$ cat src/rtl/vga_fb_arbiter_pkg.sv
// Shared constants and types for the VGA framebuffer arbiter: display timing,
// framebuffer geometry and the cell-to-address mapping.
package vga_pkg;

    localparam int H_DISPLAY = 640;
    localparam int H_FRONT   = 16;
    localparam int H_SYNC    = 96;
    localparam int H_BACK    = 48;
    localparam int V_DISPLAY = 480;
    localparam int V_FRONT   = 10;
    localparam int V_SYNC    = 2;
    localparam int V_BACK    = 33;

    localparam int CELL_COLS  = 160;
    localparam int CELL_ROWS  = 120;
    localparam int FB_ADDR_W  = 15;
    localparam int CELL_SHIFT = 2;
    localparam int FB_CELLS   = CELL_COLS * CELL_ROWS;

    typedef logic [FB_ADDR_W-1:0] fb_addr_t;

    typedef enum logic {
        S_CLEAR,
        S_RUN
    } arb_state_t;

    localparam fb_addr_t FB_LAST = fb_addr_t'(FB_CELLS - 1);

    // cy*160 + cx using shifts only (160 = 128 + 32).
    function automatic fb_addr_t cell_addr(input logic [7:0] cx, input logic [6:0] cy);
        return ({8'd0, cy} << 7) + ({8'd0, cy} << 5) + {7'd0, cx};
    endfunction

endpackage

$ cat src/rtl/vga_fb_arbiter_if.sv
// Bus bundles for the arbiter: the drawing client's valid/ready write port
// and the single-port framebuffer RAM port.
interface draw_if #(parameter int PIX_W = 8);
    logic             valid;
    logic             ready;
    logic [7:0]       x;
    logic [6:0]       y;
    logic [PIX_W-1:0] data;

    modport master (output valid, x, y, data, input ready);
    modport slave  (input valid, x, y, data, output ready);
endinterface

interface fb_mem_if #(parameter int PIX_W = 8);
    vga_pkg::fb_addr_t addr;
    logic              we;
    logic [PIX_W-1:0]  wdata;
    logic [PIX_W-1:0]  rdata;

    modport master (output addr, we, wdata, input rdata);
    modport slave  (input addr, we, wdata, output rdata);
endinterface

$ cat src/rtl/vga_fb_arbiter_pix_pipe.sv
// Two-stage alignment of sync/print with the synchronous RAM read, plus the
// pixel capture register that holds each cell value across its 4 pixels.
module vga_pix_pipe #(
    parameter int PIX_W = 8
) (
    input  logic             clk,
    input  logic             rst_n,
    input  logic             h_sync,
    input  logic             v_sync,
    input  logic             print,
    input  logic             read_slot,
    input  logic [PIX_W-1:0] rdata,
    output logic             h_sync_o,
    output logic             v_sync_o,
    output logic             print_o,
    output logic [PIX_W-1:0] pix_data
);

    logic [1:0]       hs_d;
    logic [1:0]       vs_d;
    logic [1:0]       pr_d;
    logic             slot_d1;
    logic [PIX_W-1:0] pix_q;

    always_ff @(posedge clk or negedge rst_n) begin
        if (!rst_n) begin
            hs_d    <= 2'b11;
            vs_d    <= 2'b11;
            pr_d    <= 2'b00;
            slot_d1 <= 1'b0;
            pix_q   <= '0;
        end else begin
            hs_d    <= {hs_d[0], h_sync};
            vs_d    <= {vs_d[0], v_sync};
            pr_d    <= {pr_d[0], print};
            slot_d1 <= read_slot;
            // RAM data is valid the cycle after a read slot; hold it otherwise.
            if (slot_d1) begin
                pix_q <= rdata;
            end
        end
    end

    assign h_sync_o = hs_d[1];
    assign v_sync_o = vs_d[1];
    assign print_o  = pr_d[1];
    assign pix_data = pr_d[1] ? pix_q : '0;

endmodule

$ cat src/rtl/vga_fb_arbiter.sv
// Framebuffer RAM arbiter: display reads own every 4th visible pixel cycle,
// all other cycles go to the clear engine or the drawing client.
//
// state   | meaning
// S_CLEAR | clear engine writes CLEAR_COLOR to every cell, draw port stalled
// S_RUN   | draw port accepted in every write slot
module vga_fb_arbiter
    import vga_pkg::*;
#(
    parameter int               PIX_W       = 8,
    parameter logic [PIX_W-1:0] CLEAR_COLOR = '0
) (
    input  logic             clk,
    input  logic             rst_n,
    input  logic             h_sync,
    input  logic             v_sync,
    input  logic             print,
    input  logic [9:0]       x,
    input  logic [9:0]       y,
    output logic             h_sync_o,
    output logic             v_sync_o,
    output logic             print_o,
    output logic [PIX_W-1:0] pix_data,
    input  logic             clear_req,
    output logic             clear_busy,
    draw_if.slave            draw,
    fb_mem_if.master         mem
);

    arb_state_t state;
    fb_addr_t   clr_addr;
    logic       read_slot;
    logic       in_range;
    logic       accept;
    logic       unused_y;

    assign read_slot  = print && (x[1:0] == 2'b00);
    assign in_range   = (draw.x < 8'(CELL_COLS)) && (draw.y < 7'(CELL_ROWS));
    assign draw.ready = (state == S_RUN) && !read_slot;
    assign accept     = draw.valid && draw.ready;
    assign clear_busy = (state == S_CLEAR);
    assign unused_y   = ^{y[9], y[1:0]};

    // Writes are blocked while reset is held so nothing reaches the RAM
    // before the clear engine is released.
    always_comb begin
        mem.addr  = cell_addr(x[9:2], y[8:2]);
        mem.we    = 1'b0;
        mem.wdata = CLEAR_COLOR;
        if (rst_n && !read_slot) begin
            if (state == S_CLEAR) begin
                mem.we   = 1'b1;
                mem.addr = clr_addr;
            end else if (accept && in_range) begin
                mem.we    = 1'b1;
                mem.addr  = cell_addr(draw.x, draw.y);
                mem.wdata = draw.data;
            end
        end
    end

    always_ff @(posedge clk or negedge rst_n) begin
        if (!rst_n) begin
            state    <= S_CLEAR;
            clr_addr <= '0;
        end else begin
            case (state)
                S_CLEAR: begin
                    if (!read_slot) begin
                        if (clr_addr == FB_LAST) begin
                            state    <= S_RUN;
                            clr_addr <= '0;
                        end else begin
                            clr_addr <= clr_addr + fb_addr_t'(1);
                        end
                    end
                end
                S_RUN: begin
                    // A write accepted this cycle still lands; clearing starts next cycle.
                    if (clear_req) begin
                        state    <= S_CLEAR;
                        clr_addr <= '0;
                    end
                end
                default: begin
                    state    <= S_CLEAR;
                    clr_addr <= '0;
                end
            endcase
        end
    end

    vga_pix_pipe #(.PIX_W(PIX_W)) u_pix_pipe (
        .clk       (clk),
        .rst_n     (rst_n),
        .h_sync    (h_sync),
        .v_sync    (v_sync),
        .print     (print),
        .read_slot (read_slot),
        .rdata     (mem.rdata),
        .h_sync_o  (h_sync_o),
        .v_sync_o  (v_sync_o),
        .print_o   (print_o),
        .pix_data  (pix_data)
    );

endmodule

$ cat src/flat_wrapper.sv
// flat-port wrapper written by rule: the top's interface ports become plain ports
module vga_fb_arbiter_flat import vga_pkg::*;
#(
    parameter int               PIX_W       = 8,
    parameter logic [PIX_W-1:0] CLEAR_COLOR = '0
)
  (clk, rst_n, h_sync, v_sync, print, x, y, h_sync_o, v_sync_o, print_o, pix_data, clear_req, clear_busy, draw_valid, draw_x, draw_y, draw_data, draw_ready, mem_addr, mem_we, mem_wdata, mem_rdata);
  draw_if #(.PIX_W(PIX_W)) draw_i ();
  fb_mem_if #(.PIX_W(PIX_W)) mem_i ();
  input  logic clk;
  input  logic rst_n;
  input  logic h_sync;
  input  logic v_sync;
  input  logic print;
  input  logic [9:0] x;
  input  logic [9:0] y;
  output logic h_sync_o;
  output logic v_sync_o;
  output logic print_o;
  output logic [PIX_W-1:0] pix_data;
  input  logic clear_req;
  output logic clear_busy;
  input wire logic [$bits(draw_i.valid)-1:0] draw_valid;
  input wire logic [$bits(draw_i.x)-1:0] draw_x;
  input wire logic [$bits(draw_i.y)-1:0] draw_y;
  input wire logic [$bits(draw_i.data)-1:0] draw_data;
  output wire logic [$bits(draw_i.ready)-1:0] draw_ready;
  output wire logic [$bits(mem_i.addr)-1:0] mem_addr;
  output wire logic [$bits(mem_i.we)-1:0] mem_we;
  output wire logic [$bits(mem_i.wdata)-1:0] mem_wdata;
  input wire logic [$bits(mem_i.rdata)-1:0] mem_rdata;
  assign draw_i.valid = draw_valid;
  assign draw_i.x = draw_x;
  assign draw_i.y = draw_y;
  assign draw_i.data = draw_data;
  assign draw_ready = draw_i.ready;
  assign mem_addr = mem_i.addr;
  assign mem_we = mem_i.we;
  assign mem_wdata = mem_i.wdata;
  assign mem_i.rdata = mem_rdata;
  vga_fb_arbiter #(.PIX_W(PIX_W), .CLEAR_COLOR(CLEAR_COLOR)) u_core (.clk(clk), .rst_n(rst_n), .h_sync(h_sync), .v_sync(v_sync), .print(print), .x(x), .y(y), .h_sync_o(h_sync_o), .v_sync_o(v_sync_o), .print_o(print_o), .pix_data(pix_data), .clear_req(clear_req), .clear_busy(clear_busy), .draw(draw_i), .mem(mem_i));
endmodule
$ cat config.mk
export PLATFORM = sky130hd
export DESIGN_NAME = vga_fb_arbiter_flat
export DESIGN_NICKNAME = d
export VERILOG_FILES = /design/src/rtl/vga_fb_arbiter_pkg.sv /design/src/rtl/vga_fb_arbiter_if.sv /design/src/rtl/vga_fb_arbiter_pix_pipe.sv /design/src/rtl/vga_fb_arbiter.sv /design/src/flat_wrapper.sv
export SDC_FILE = /design/constraint.sdc
export NUM_CORES = 1
export LEC_CHECK = 0
export ABC_AREA = 1
export CORE_ASPECT_RATIO = 1.2
export CORE_MARGIN = 5
export CORE_UTILIZATION = 40
export DETAILED_ROUTE_END_ITERATION = 8
export GPL_TIMING_DRIVEN = 0
export HOLD_SLACK_MARGIN = 0.08
export PLACE_DENSITY_LB_ADDON = 0.12
export SYNTH_ARGS = -nofsm -noshare
export SYNTH_HDL_FRONTEND = slang
export SYNTH_SLANG_ARGS = --single-unit
$ cat constraint.sdc
create_clock -name clk -period 5.9 [get_ports clk]
set_input_delay 0.59 -clock clk [delete_from_list [all_inputs] [get_ports clk]]
set_output_delay 0.59 -clock clk [all_outputs]
set_load 0.02 [all_outputs]
==> impl_metrics.toml, run 1 <==
[outcome]
status = "finished clean"

[cells_and_area]
finalNetCount = 602
flow.area_growth_from_synthesis_pct = 39.2
layout.cells.most_common_list = "115 x nand2_1, 90 x clkdlybuf4s50_1, 63 x inv_1"
drive_above_1_share = 0.0953
mostFrequentLayoutCell = "nand2_1"
insertedDiodeCount = 0
core_utilization_of_the_finished_layout = 0.565

[min_path]
hold_depth = 0
worst_min_delay_path_class = "register to register"

[worst_setup_path]
crit_path_end_kind = "primary output"
path_cells = "clkdlybuf4s50_1 -> inv_1 -> fa_1 -> inv_1 -> fa_1 -> nand2_1 -> a21boi_0 -> o21ai_0 -> nand2_1 -> o21ai_0 -> nand2_1 -> o21ai_0 -> clkdlybuf4s50_1"
crit_family = "buffers and inverters"
timing.critical_path.depth = 13
critical_path_class = "input pin to primary output"
crit_buf_inv = 4
critPathLaunchType = "input pin"
worst_ep_arrival_time_ns = 3.56
setup_slack_reg_to_reg_ns = 4.26
critPathMaxStageDelay_ns = 0.64
critPathSlowestCell = "clkdlybuf4s50_1"
required_ns = 5.31
crit_path_max_fanout = 3
cell_depth_of_the_worst_flop_to_flop_path = 10

[cts]
clock_sink_count = 31
cts_resized = 0
htree_num_levels = 2
number_of_buffers_inserted_during_clock_tree_synthesis = 5
path_clk_slew_ns = 0.06
post_cts_setup_buffer_count = 0
clk_latency_ns = 0.28
cts_tree = "yes"
clock_tree.root_cell = "clkbuf_8"
cts-root-to-sink-buffers = 2
holdBufCountCts = 0

[run]
max_cap_violations = 0

[synth]
ys_ff_latch = 31
synth_fp_nets = 504
synth.distinct_cells = 38
yosysWarnings = 0
mappedNetlistArea_mm2 = 0.00290
yosysSeqAreaShare = 0.269
synth_cells = 415
syn_avg_cell_area_um2 = 6.99

[sta]
final.setup_skew_ns = 0.00232
finalSetupViolations = 0
worstMarginPinSlew_ns = 0.740
min_period_over_period = 0.703
tns_ns = 0
timing.fmax_ghz = 0.241
max_slew_headroom = 0.507
hold_viol = 0
final.setup.worst_slack_ns = 1.75
report.final.slew_viol_count = 0
final_critical_path_time_including_i_o_delays_and_setup_ns = 4.15
unrepaired_setup_endpoints_after_global_routing = "false"

[place]
place_worst_setup_slack_ns = 1.76
place.detailed.hpwl_um = 6270
buffer_ports.inserted = 91
gp_routability_congestion = 0.878

[drt]
post_drt_via_cell_ratio = 4.89
drt_first_iter_violations = 115
routed_wire_length_per_instance_um = 12.6
detail-route-antenna-nets = 0
firstDrtPassIters = 4
routed-via-count = 2956
drc = 0
finalWirelength_um = 7600

[global_routing]
grtUsageTotal = 0.175
grt_antenna_before_repair = 0
grt_first_pass_wirelength_um = 12700
first_global_vias = 2789
largest_net_degree_at_the_start_of_global_routing = 34
grt_overflow_total = 0

[power_and_ir_drop]
p_leak_nw = 2.03
total_power_uw = 878
internal_power_uw = 568
p_per_area_mw_per_mm2 = 218
seq_power_share = 0.335
pwr-share-comb = 0.421
p_clk_frac = 0.244
power.switching_fraction = 0.353
switching_power_uw = 310
vdd.ir_drop.worst_mv = 0.130

[floorplanning]
rows = 34
core_area_mm2 = 0.00715
boundaryPins = 95
fp.dieArea_mm2 = 0.00906
floorplan.initialDensity = 0.406
die_x_um = 87.7
chipHeight_um = 103
-- per-layer routing --
| metal | track usage | vias to the layer above | wire [um] |
|---|---|---|---|
| met4 | 0.0496 | 0 | 131 |
| met3 | 0.0277 | 11 | 370 |
| met2 | 0.320 | 72 | 3940 |
| met1 | 0.212 | 1362 | 3150 |
| li1 | - | 1511 | - |
| met5 | 0 | - | 0 |
-- cells by family (layout without fill, tap and decap cells) --
| family | Yosys count | in the layout | synth area share |
|---|---|---|---|
| AOI/OAI and AO/OA | 38 | 38 | 0.0833 |
| buffers and inverters | 77 | 176 | 0.112 |
| adders and majority gates | 31 | 31 | 0.144 |
| muxes | 8 | 8 | 0.0311 |
| xor gates and xnor gates | 11 | 11 | 0.0332 |
| DFF | 31 | 31 | 0.269 |
| and+or+nand+nor | 219 | 219 | 0.327 |
-- through the flow --
stage | instances | cell area (um^2) | hold WS, ns
floorplan | 415 | 2900 | 0.294
global placement | 596 | 3920 | 0.333
detailed placement | 596 | 3920 | 0.337
CTS | 604 | 4040 | 0.352
global route | 604 | 4040 | 0.356
finish | 604 | 4040 | 0.349
-- registers in the layout (all words and copies together), names as in the netlist --
name	cells
u_core.clr_addr	15
u_core.u_pix_pipe.pr_d	2
u_core.u_pix_pipe.hs_d	2
u_core.u_pix_pipe.vs_d	2
u_core.u_pix_pipe.pix_q	8
u_core.u_pix_pipe.slot_d1	1
u_core.state	1
-- cell type report --
type,count,area [um^2]
plain buffers,10,71.3
multi-input cells,307,1800
inverters,67,253
flip-flops and latches,31,781
well taps,90,113
fillers,714,3110
repair buffers,91,906
clock inverters,2,35.0
clock buffers,6,82.6
-- final timing paths --
| check | from | end |
|---|---|---|
| min in group asynchronous | rst_n | u_core.u_pix_pipe.pix_q[5] |
| hold reg to reg | u_core.u_pix_pipe.pr_d[0] | u_core.u_pix_pipe.pr_d[1] |
| setup / recovery | draw_y[0] | mem_addr[10] |
| setup reg to reg | u_core.clr_addr[0] | u_core.clr_addr[11] |
| max in group asynchronous | rst_n | u_core.clr_addr[2] |
| hold / removal | u_core.u_pix_pipe.pr_d[0] | u_core.u_pix_pipe.pr_d[1] |
-- worst reg2reg max path: stages, from the launching register on --
cell and delay (ns):
dfrtp_1 0.44, ha_1 0.25, nand3_2 0.10, nor2_2 0.13
nand2_2 0.11, inv_2 0.08, nand2_1 0.05, nand2_1 0.08
nand2_1 0.08, clkinv_2 0.13, nor2_1 0.06
-- synth_stat cells --
cell,instances,area share
nand2_1,115,0.15
inv_1,63,0.082
nor2_1,41,0.053
nand3_1,35,0.060
dfrtp_1,27,0.23
ha_1,27,0.12
xor2_1,10,0.030
o21ai_0,9,0.016
o21ai_1,9,0.016
a22oi_1,8,0.021
mux2_2,8,0.031
a21oi_1,7,0.012
nor3_1,6,0.010
dfstp_2,4,0.036
fa_1,4,0.028
nand2_2,4,0.0086
nand4_1,4,0.0086
buf_6,3,0.012
inv_2,3,0.0039
nand3b_1,3,0.0078
nor2_2,3,0.0065
or2_2,3,0.0065
buf_2,2,0.0035
buf_4,2,0.0052
clkbuf_1,2,0.0026
a21boi_0,1,0.0026
a21boi_4,1,0.0065
a21oi_4,1,0.0056
a31oi_1,1,0.0022
clkbuf_2,1,0.0017
clkinv_2,1,0.0017
nand3_2,1,0.0035
nand3b_2,1,0.0039
nor2_4,1,0.0039
nor3_2,1,0.0035
nor4_1,1,0.0022
o21bai_1,1,0.0026
xnor2_1,1,0.0030
-- power groups by stage --
stage	Sequential (mW)	Clock, mW	Combinational (mW)
4_1_cts	0.293	0.222	0.375
5_1_grt	0.299	0.232	0.415
6_report	0.294	0.215	0.370
3_3_place_gp	0.295	0	0.369
2_1_floorplan	0.285	0	0.232
3_5_place_dp	0.297	0	0.373
No activity file was read; power rests on OpenSTA's default activity.
==> inputs of run 2 (changes only) <==
==> constraint.sdc (replaced) <==
create_clock -name clk -period 3.6 [get_ports clk]
set_input_delay 0.36 -clock clk [delete_from_list [all_inputs] [get_ports clk]]
set_output_delay 0.36 -clock clk [all_outputs]
set_load 0.02 [all_outputs]
==> run 2 against run 1 <==
Compared with the run above: sequential power grew 64%; clock power grew 64%; sequential share of layout area shrank 0.072 points; routed wire length grew 0.11%; clock skew is essentially flat; die area is the same; non-clock buffer count is the same; utilization grew 0.21 points; register-to-register slack lost 2.3 ns; cell count is the same; global-route usage is the same; largest cell class unchanged.
==> impl_metrics.toml, run 2 (same netlist as run 1, synthesis figures left out) <==
[global_routing]
grtUsageTotal = 0.175
grt_first_pass_wirelength_um = 12700
first_global_vias = 2789
gr-usage-met2 = 0.320
grt_most_used_layer = "met2"
grtUsageMet1 = 0.212
grt_antenna_before_repair = 0
largest_net_degree_at_the_start_of_global_routing = 34
use_met3 = 0.0277
grt_overflow_total = 0

[power_and_ir_drop]
p_per_area_mw_per_mm2 = 354
p_leak_nw = 2.11
total_power_mw = 1.44
vdd.ir_drop.worst_mv = 0.214

[sta]
timing.fmax_ghz = 0.293
min_period_over_period = 0.949
max_slew_headroom = 0.507
final.setup_skew_ns = 0.00233
worstMarginPinSlew_ns = 0.739
report.final.slew_viol_count = 0
tns_ns = 0
hold_viol = 0
finalSetupViolations = 0
final_critical_path_time_including_i_o_delays_and_setup_ns = 3.42

[cts]
number_of_buffers_inserted_during_clock_tree_synthesis = 5
clock_tree.root_cell = "clkbuf_8"
htree_num_levels = 2
clock_sink_count = 31
cts-root-to-sink-buffers = 2
cts_tree = "yes"
holdBufCountCts = 0
path_clk_slew_ns = 0.06
post_cts_setup_buffer_count = 0
clk_latency_ns = 0.28

[cells_and_area]
finish.instance_area_mm2 = 0.00405
largest_reg_flops = 15
layout.cells.most_common_list = "115 x nand2_1, 83 x clkdlybuf4s50_1, 63 x inv_1"
finalNetCount = 602
flow.area_growth_from_synthesis_pct = 39.7
largest-register = "u_core.clr_addr"
drive_above_1_share = 0.0953
insertedDiodeCount = 0
fillerInstances = 716
mostFrequentLayoutCell = "nand2_1"
layout_top_registers = "u_core.clr_addr x15, u_core.u_pix_pipe.pix_q x8"

[floorplanning]
floorplan.initialDensity = 0.406
die_x_um = 87.7
core_area_mm2 = 0.00715
boundaryPins = 95
chipHeight_um = 103
rows = 34
fp.dieArea_mm2 = 0.00906

[drt]
finalWirelength_um = 7610
post_drt_via_cell_ratio = 4.86
drt_first_iter_violations = 116
routed-via-count = 2935
firstDrtPassIters = 4
detail-route-antenna-nets = 0
drc = 0
routed_wire_length_per_instance_um = 12.6

[place]
placed_cell_area_mm2 = 0.00392
buffer_ports.inserted = 91
gp_routability_congestion = 0.878
place.detailed.hpwl_um = 6270

[worst_setup_path]
critPathLaunchType = "input pin"
critical_path_class = "input pin to primary output"
worst_ep_arrival_time_ns = 3.06
crit_path_end_kind = "primary output"
required_ns = 3.24
crit_path_max_fanout = 3

[outcome]
status = "finished clean"

[run]
max_cap_violations = 0

[min_path]
worst_min_delay_path_class = "input pin to asynchronous set/reset pin"
[run 2: metrics by stage]
step                      utilization  setup WS (ns)  instances  hold WS, ns
after global placement          0.549         -0.303        596        0.333
after detailed placement        0.548        -0.0778        596        0.337
final                           0.567          0.185        604        0.143
after CTS                       0.565       0.000465        604        0.167
after floorplan                     -           1.04        415       0.0644
after global routing            0.567        -0.0338        604        0.193
[run 2: what timing repair did]
item | in CTS | in global routing
pin swaps | 0 | 0
resized for setup | 1 | 7
cloned | 0 | 0
setup endpoints to repair | 1 | 7
[run 2: routing by layer]
metal  wire (um)  vias to the layer above
met5           0                        -
met4         131                        0
met3         347                       11
met2        3950                       69
met1        3170                     1345
li1            -                     1510
[run 2: final timing paths]
check | slack (ns) | end | start | cells past startpoint
setup reg to reg | 1.96 | u_core.clr_addr[11] | u_core.clr_addr[0] | 10
min in group clk | 0.35 | u_core.u_pix_pipe.pr_d[1] | u_core.u_pix_pipe.pr_d[0] | 0
max in group asynchronous | 2.99 | u_core.clr_addr[2] | rst_n | 1
hold / removal | 0.14 | u_core.u_pix_pipe.pix_q[5] | rst_n | 1
hold reg to reg | 0.35 | u_core.u_pix_pipe.pr_d[1] | u_core.u_pix_pipe.pr_d[0] | 0
setup / recovery | 0.18 | mem_addr[10] | draw_y[0] | 13
[run 2: cell type report]
class,instances,area [um^2],area share
plain buffers,10,71.3,0.0176
clock buffers,6,82.6,0.0204
clock inverters,2,35.0,0.00865
inverters,67,253,0.0624
multi-input cells,307,1800,0.443
flip-flops and latches,31,781,0.193
well taps,90,113,0.0278
repair buffers,91,921,0.227
[run 2: where the power goes]
group,switching (mW),internal [mW],total (mW)
Sequential,0.0699,0.412,0.482
Combinational,0.309,0.293,0.602
Clock,0.128,0.224,0.352
Total,0.507,0.928,1.44
[run 2: worst max-delay path, cell delays in order]
cell	delay, ns
clkdlybuf4s50_1	0.49
inv_1	0.06
fa_1	0.53
inv_1	0.06
fa_1	0.46
nand2_1	0.10
a21boi_0	0.10
o21ai_0	0.16
nand2_1	0.07
o21ai_0	0.17
nand2_1	0.07
o21ai_0	0.08
clkdlybuf4s15_1	0.34
